--- config.mk ---
export PLATFORM = sky130hd
export DESIGN_NAME = noc_ingress_arbiter_flat
export DESIGN_NICKNAME = d
export VERILOG_FILES = /design/src/rtl/noc_ingress_arbiter_if.sv /design/src/rtl/noc_ingress_arbiter.sv /design/src/flat_wrapper.sv
export SDC_FILE = /design/constraint.sdc
export NUM_CORES = 1
export LEC_CHECK = 0
export ABC_AREA = 1
export CAP_MARGIN = 20
export CORE_ASPECT_RATIO = 1.4
export CORE_MARGIN = 2
export CORE_UTILIZATION = 35
export DETAILED_ROUTE_END_ITERATION = 6
export HOLD_SLACK_MARGIN = 0.02
export PLACE_DENSITY_LB_ADDON = 0.25
export RECOVER_POWER = 25
export REMOVE_ABC_BUFFERS = 1
export SLEW_MARGIN = 10
export SYNTH_ARGS = -nofsm -noshare
export SYNTH_HDL_FRONTEND = slang
export SYNTH_SLANG_ARGS = --single-unit
--- constraint.sdc ---
create_clock -name clk -period 6.8 [get_ports clk]
set_input_delay 1.36 -clock clk [delete_from_list [all_inputs] [get_ports clk]]
set_output_delay 1.36 -clock clk [all_outputs]
set_load 0.01 [all_outputs]
--- src/rtl/noc_ingress_arbiter_if.sv ---
// ---------------------------------------------------------------------------
// noc_ingress_arbiter_if
//
// Bundle of every handshake and payload signal between the CPU ports, the
// ingress arbiter and the NoC core.
//
// Parameters
//   CPU_NB : number of CPU request ports (2..16)
//   DATA_W : flit width in bits
//
// Signals
//   data_cpu_to_noc_vld [CPU_NB]         CPU -> arbiter  per-CPU flit valid
//   data_cpu_to_noc_rdy [CPU_NB]         arbiter -> CPU  per-CPU flit accepted
//   data_cpu_to_noc     [CPU_NB][DATA_W] CPU -> arbiter  per-CPU payload
//   noc_in_vld                           arbiter -> NoC  merged flit valid
//   noc_in_rdy                           NoC -> arbiter  merged flit accepted
//   noc_in_data         [DATA_W]         arbiter -> NoC  merged payload
//   noc_in_src          [SRC_W]          arbiter -> NoC  index of source CPU
//
// Modports
//   master : the arbiter; it drives the merged flit and the per-CPU ready.
//   slave  : the surroundings (CPUs plus NoC core).
// ---------------------------------------------------------------------------
interface noc_ingress_arbiter_if #(
    parameter int CPU_NB = 4,
    parameter int DATA_W = 64
);
    localparam int SRC_W = $clog2(CPU_NB);

    logic [CPU_NB-1:0]             data_cpu_to_noc_vld;
    logic [CPU_NB-1:0]             data_cpu_to_noc_rdy;
    logic [CPU_NB-1:0][DATA_W-1:0] data_cpu_to_noc;
    logic                          noc_in_vld;
    logic                          noc_in_rdy;
    logic [DATA_W-1:0]             noc_in_data;
    logic [SRC_W-1:0]              noc_in_src;

    modport master (
        input  data_cpu_to_noc_vld,
        input  data_cpu_to_noc,
        input  noc_in_rdy,
        output data_cpu_to_noc_rdy,
        output noc_in_vld,
        output noc_in_data,
        output noc_in_src
    );

    modport slave (
        output data_cpu_to_noc_vld,
        output data_cpu_to_noc,
        output noc_in_rdy,
        input  data_cpu_to_noc_rdy,
        input  noc_in_vld,
        input  noc_in_data,
        input  noc_in_src
    );
endinterface

--- src/rtl/noc_ingress_arbiter.sv ---
// ---------------------------------------------------------------------------
// noc_ingress_arbiter
//
// Merges CPU_NB valid/ready flit streams into one stream toward the NoC core.
// A single registered output slot holds the merged flit; it reloads on any
// cycle where it is empty or being drained, so a flit can pass every cycle.
// Among requesting CPUs the one picked is the first index at or after
// last_grant+1 (wrapping), which bounds every CPU's wait to CPU_NB-1 grants
// of other CPUs.
//
// Ports
//   clk   : single clock, rising edge
//   rst   : asynchronous, active-high reset
//   bus   : noc_ingress_arbiter_if.master
//           in : data_cpu_to_noc_vld, data_cpu_to_noc, noc_in_rdy
//           out: data_cpu_to_noc_rdy, noc_in_vld, noc_in_data, noc_in_src
//
// Timing
//   noc_in_vld/data/src come straight from flops (no path from noc_in_rdy).
//   data_cpu_to_noc_rdy is combinational from the vld inputs, noc_in_rdy and
//   the registered state.
//   A CPU flit accepted at edge N appears on noc_in_* after edge N.
//   No flit is accepted on the first edge after rst is released.
// ---------------------------------------------------------------------------
module noc_ingress_arbiter #(
    parameter int CPU_NB = 4,
    parameter int DATA_W = 64
) (
    input  logic                  clk,
    input  logic                  rst,
    noc_ingress_arbiter_if.master bus
);
    localparam int SRC_W = $clog2(CPU_NB);

    // HOLD covers the edge right after reset release: nothing is accepted
    // until the arbiter has seen one clean clock edge out of reset.
    typedef enum logic {
        ST_HOLD = 1'b0,
        ST_RUN  = 1'b1
    } state_e;

    state_e            state_q,      state_d;
    logic              out_vld_q,    out_vld_d;
    logic [DATA_W-1:0] out_data_q,   out_data_d;
    logic [SRC_W-1:0]  out_src_q,    out_src_d;
    logic [SRC_W-1:0]  last_grant_q, last_grant_d;

    logic              slot_can_load;
    logic              grant_found;
    logic [SRC_W-1:0]  grant_idx;
    logic              cpu_xfer;
    logic [CPU_NB-1:0] grant_oh;

    // -----------------------------------------------------------------------
    // Round-robin pick. Returns {found, index}. The candidate order runs from
    // last+1 upward with wrap; walking it backwards lets the last hit, i.e.
    // the nearest requester, win without a priority chain of flags.
    // -----------------------------------------------------------------------
    function automatic logic [SRC_W:0] rr_pick(
        input logic [CPU_NB-1:0] req,
        input logic [SRC_W-1:0]  last
    );
        logic [SRC_W:0]   pick;
        logic [SRC_W-1:0] idx;
        int               cand;
        pick = '0;
        for (int k = CPU_NB; k >= 1; k--) begin
            cand = (int'(last) + k) % CPU_NB;
            idx  = SRC_W'(cand);
            if (req[idx]) begin
                pick = {1'b1, idx};
            end
        end
        return pick;
    endfunction

    assign {grant_found, grant_idx} = rr_pick(bus.data_cpu_to_noc_vld, last_grant_q);

    // The slot can take a new flit when empty or when its current flit leaves
    // on this same edge.
    assign slot_can_load = (state_q == ST_RUN) && (!out_vld_q || bus.noc_in_rdy);
    assign cpu_xfer      = slot_can_load && grant_found;

    always_comb begin
        grant_oh = '0;
        if (cpu_xfer) begin
            grant_oh[grant_idx] = 1'b1;
        end
    end

    assign bus.data_cpu_to_noc_rdy = grant_oh;

    // -----------------------------------------------------------------------
    // Next-state logic. Only the granted CPU's payload is ever selected, so
    // unknown data on idle ports cannot reach the slot.
    // -----------------------------------------------------------------------
    always_comb begin
        // NOTE: every signal assigned here gets a default first; a path that
        // left one unassigned would infer a latch.
        state_d      = ST_RUN;
        out_vld_d    = out_vld_q;
        out_data_d   = out_data_q;
        out_src_d    = out_src_q;
        last_grant_d = last_grant_q;

        if (cpu_xfer) begin
            out_vld_d    = 1'b1;
            out_data_d   = bus.data_cpu_to_noc[grant_idx];
            out_src_d    = grant_idx;
            last_grant_d = grant_idx;
        end else if (bus.noc_in_rdy) begin
            // Current flit (if any) drains and nothing replaces it.
            out_vld_d = 1'b0;
        end
    end

    // NOTE: the payload register is reset even though it is datapath, because
    // noc_in_data must read zero while rst is high.
    always_ff @(posedge clk or posedge rst) begin
        // NOTE: registers take non-blocking assignments so every flop samples
        // the pre-edge values regardless of statement order.
        if (rst) begin
            state_q      <= ST_HOLD;
            out_vld_q    <= 1'b0;
            out_data_q   <= '0;
            out_src_q    <= '0;
            last_grant_q <= SRC_W'(CPU_NB - 1);
        end else begin
            state_q      <= state_d;
            out_vld_q    <= out_vld_d;
            out_data_q   <= out_data_d;
            out_src_q    <= out_src_d;
            last_grant_q <= last_grant_d;
        end
    end

    assign bus.noc_in_vld  = out_vld_q;
    assign bus.noc_in_data = out_data_q;
    assign bus.noc_in_src  = out_src_q;

    // -----------------------------------------------------------------------
    // Protocol properties
    // -----------------------------------------------------------------------
    rdy_onehot_a : assert property (@(posedge clk) disable iff (rst)
        $onehot0(bus.data_cpu_to_noc_rdy));

    rdy_only_to_requester_a : assert property (@(posedge clk) disable iff (rst)
        (bus.data_cpu_to_noc_rdy & ~bus.data_cpu_to_noc_vld) == '0);

    slot_stable_a : assert property (@(posedge clk) disable iff (rst)
        (out_vld_q && !bus.noc_in_rdy) |=>
            (out_vld_q && $stable(out_data_q) && $stable(out_src_q)));

endmodule

--- src/flat_wrapper.sv ---
// flat-port wrapper written by rule: the top's interface ports become plain ports
module noc_ingress_arbiter_flat 
#(
    parameter int CPU_NB = 4,
    parameter int DATA_W = 64
)
  (clk, rst, bus_data_cpu_to_noc_vld, bus_data_cpu_to_noc, bus_noc_in_rdy, bus_data_cpu_to_noc_rdy, bus_noc_in_vld, bus_noc_in_data, bus_noc_in_src);
  noc_ingress_arbiter_if #(.CPU_NB(CPU_NB), .DATA_W(DATA_W)) bus_i ();
  input  logic clk;
  input  logic rst;
  input wire logic [$bits(bus_i.data_cpu_to_noc_vld)-1:0] bus_data_cpu_to_noc_vld;
  input wire logic [$bits(bus_i.data_cpu_to_noc)-1:0] bus_data_cpu_to_noc;
  input wire logic [$bits(bus_i.noc_in_rdy)-1:0] bus_noc_in_rdy;
  output wire logic [$bits(bus_i.data_cpu_to_noc_rdy)-1:0] bus_data_cpu_to_noc_rdy;
  output wire logic [$bits(bus_i.noc_in_vld)-1:0] bus_noc_in_vld;
  output wire logic [$bits(bus_i.noc_in_data)-1:0] bus_noc_in_data;
  output wire logic [$bits(bus_i.noc_in_src)-1:0] bus_noc_in_src;
  assign bus_i.data_cpu_to_noc_vld = bus_data_cpu_to_noc_vld;
  assign bus_i.data_cpu_to_noc = bus_data_cpu_to_noc;
  assign bus_i.noc_in_rdy = bus_noc_in_rdy;
  assign bus_data_cpu_to_noc_rdy = bus_i.data_cpu_to_noc_rdy;
  assign bus_noc_in_vld = bus_i.noc_in_vld;
  assign bus_noc_in_data = bus_i.noc_in_data;
  assign bus_noc_in_src = bus_i.noc_in_src;
  noc_ingress_arbiter #(.CPU_NB(CPU_NB), .DATA_W(DATA_W)) u_core (.clk(clk), .rst(rst), .bus(bus_i));
endmodule
==> metrics.cfg <==
[run_status]
outcome = complete, but fails checks
violations = capacitance limit, slew limit

[global_route]
grt.overflow.total = 0
grt_util_met3_pct = 4.38
grt_pass1_wl_mm = 33.7
grt_pass1_vias = 6944
grtUsageMet1_pct = 26.5
track_usage_pct = 23.5
antenna_found_initial = 0
grt_start_max_net_pins = 76
grtUsageMet2_pct = 44.3
gr-max-usage-layer = met2

[clock_network]
clock-sinks = 70
cts_made_buffers = 9
clk_pin_slew_ps = 60
cts_tree = built
cts_setup_buffers = 0
cts_hold_buf = 0
h-tree-depth = 3
worstSkewPairLatency_ps = 340
cts_root_buf = clkbuf_16
cts_resized = 0
cts_buffer_depth = 2

[placed_design]
gp_congestion = 0.940
dp_cells = 1516
pre_cts_slack_ps = 1290
portBuffers = 333
hpwl_mm = 15.5

[synthesis]
synth.most_common_cell = nand2_1
avgSynthCellArea_sq_um = 5.58
async_flop_share_pct = 100
synth.cell_area_sq_um = 5800
yosysTopAreaCellShare_pct = 31.2
netlist_instances = 1039
yosys.area.top_type = nand2_1
synth_top_cells_by_count = nand2_1, inv_1, nand3_1
yosys_warnings = 0
yosys_register_bits = 70
synth_edf_count = 0
yosysSeqAreaShare_pct = 30.3
ys_types = 28
synth_ff_type = dfrtp_1
synthTopCellsByArea = nand2_1, dfrtp_1, nand3_1

[setup_path]
crit_family = simple AND/OR/NAND/NOR gates
worstPathRequired_ps = 5440
cp_max_fo = 37
cp_common_cell = nand2_1
path_buf_inv = 5
r2r-end = u_core.bus.noc_in_data[37]$_DFFE_PP0P_
ff2ff_setup_slack_ps = 3380
crit_chain = clkdlybuf4s50_1, inv_1, o21ai_1, nand2_1, nand2_1, inv_2, nand3_1, nand2_2, nor2_4, nand2_1, inv_1, clkdlybuf4s50_1
worst-setup-path-type = input port to primary output
r2r-start = u_core.last_grant_q[0]$_DFFE_PP1P_
critical_path.endpoint_type = primary output
slowest_delay_ps = 550
r2r_cells = 13
cp_slowest_cell = nor2_4
critPathLaunchType = input port
worstPathArrival_ps = 4160

[worst_hold_path]
hold_class = register to register
whs_endpoint = u_core.bus.noc_in_data[47]$_DFFE_PP0P_
hold_depth = 2
worstHoldStart = u_core.bus.noc_in_data[47]$_DFFE_PP0P_

[timing]
slew_viol_final = 71
max_slew_margin_pct = -157
final.setup_skew_ps = 11.0
hold_viol = 0
fin_crit_sh_pct = 81.2
fmax_ghz = 0.181
setup-tns-final_ps = 0
timing.final.crit_period_ps = 5520
fin_ws_ps = 1280
rsz0062_at_grt = no
tightest_slew_ps = 3860
finalSetupViolCount = 0

[route]
drt-total-wl_mm = 21.3
vias = 7179
dr.first_iter.drc_count = 372
vias_per_cell = 4.69
ant_nets = 0
wl_per_cell_um = 13.9
firstDrtPassIters = 5
drc = 0

[layout]
nets = 1591
drive_above_1_share_pct = 3.00
final_cells = 1532
n_antenna_cell = 0
syn_to_final_growth_pct = 62.9
final_util_pct = 58.4

[floorplan]
io_pins = 334
dieArea_sq_um = 17600
core_sq_um = 16200
initial_core_util_pct = 35.8
rows = 55
die_w_um = 113
die_h_um = 156

[power]
ir_drop_uv = 512
p_leak_nw = 5.20
cellPowerDensity_nw_per_um2 = 478

[job]
cap_violations = 1

[worst max path at each step]
stage	from	endpoint	slack, ps	cells after the start
2_1_floorplan	bus_data_cpu_to_noc_vld[1]	bus_data_cpu_to_noc_rdy[3]	1270	10
3_3_place_gp	bus_data_cpu_to_noc_vld[1]	bus_data_cpu_to_noc_rdy[1]	1340	12
3_5_place_dp	bus_data_cpu_to_noc_vld[1]	bus_data_cpu_to_noc_rdy[1]	1290	12
4_1_cts	bus_data_cpu_to_noc_vld[1]	bus_data_cpu_to_noc_rdy[1]	1290	12
5_1_grt	rst	u_core.bus.noc_in_data[25]$_DFFE_PP0P_	710	3
6_report	bus_data_cpu_to_noc_vld[1]	bus_data_cpu_to_noc_rdy[1]	1280	12
[placed cells by master (no fill, tap or decap)]
| master | synthesis | routed |
|---|---|---|
| o21ai_1 | 2 | 2 |
| nand4_1 | 2 | 2 |
| nand3_2 | 1 | 1 |
| nand2_2 | 3 | 3 |
| bufinv_16 | 0 | 1 |
| nand2_1 | 482 | 481 |
| dfstp_2 | 2 | 2 |
| clkinvlp_2 | 0 | 1 |
| nor2_1 | 49 | 49 |
| clkbuf_16 | 0 | 9 |
| inv_2 | 2 | 3 |
| a21oi_1 | 2 | 2 |
| nand3_1 | 165 | 165 |
| dlygate4sd3_1 | 0 | 1 |
| a21boi_1 | 8 | 8 |
| nor3_1 | 1 | 1 |
| clkbuf_8 | 0 | 2 |
| nor2_2 | 2 | 2 |
| nand2_4 | 1 | 2 |
| dfrtp_1 | 68 | 68 |
| conb_1 | 1 | 1 |
| nand3_4 | 1 | 1 |
| clkinvlp_4 | 0 | 3 |
| clkinv_2 | 0 | 1 |
| clkdlybuf4s50_1 | 0 | 332 |
| clkbuf_1 | 16 | 1 |
| inv_4 | 1 | 1 |
| inv_1 | 171 | 169 |
| nand3b_1 | 6 | 6 |
| and2_1 | 1 | 1 |
| nor2_4 | 1 | 1 |
| buf_4 | 9 | 7 |
| o21ai_0 | 4 | 4 |
[sequential cells by signal, indices dropped and copies added (netlist names)]
signal                  flops
u_core.bus.noc_in_vld       1
u_core.last_grant_q         2
u_core.bus.noc_in_data     64
u_core.state_q              1
u_core.bus.noc_in_src       2
[layout make-up]
class                           count  area (sq um)
Sequential cell                    70          1750
Fill cell                        1588          6730
Clock buffer                       11           253
Inverter                          174           657
Timing Repair Buffer              341          3390
Multi-Input combinational cell    732          3080
Clock inverter                      5          57.6
Tap cell                          199           249
[metal layers]
layer	wire, um	up-vias
li1	-	3661
met1	8320	3215
met3	1360	34
met5	0	-
met4	597	0
met2	11100	269
[worst register-to-register path, delay by kind of cell, from the launching register on]
family | cells | cell delay, ps
and+or+nand+nor | 11 | 1980
buffers and inverters | 2 | 690
DFF | 1 | 630
[power by group]
| part | total [W] | switching, W | internal [W] |
|---|---|---|---|
| Combinational | 0.00328 | 0.00204 | 0.00124 |
| Sequential | 0.000743 | 0.000113 | 0.000630 |
| Clock | 0.000491 | 0.000187 | 0.000303 |
[through the flow]
step / hold slack (ps) / total power, W / instance area [sq um]
global placement: 461 / 0.00403 / 9130
finish: 473 / 0.00451 / 9440
CTS: 480 / 0.00457 / 9440
detailed placement: 464 / 0.00406 / 9130
global route: 490 / 0.00499 / 9440
floorplan: 515 / 0.00282 / 5480
[cell families after synthesis]
logic type	Yosys count	synth area share, %
simple gates	715	51.2
compound gates	16	1.73
buf+inv	237	16.7
other cells	1	0.0647
flops	70	30.3
Power figures use the tool's default switching activity.
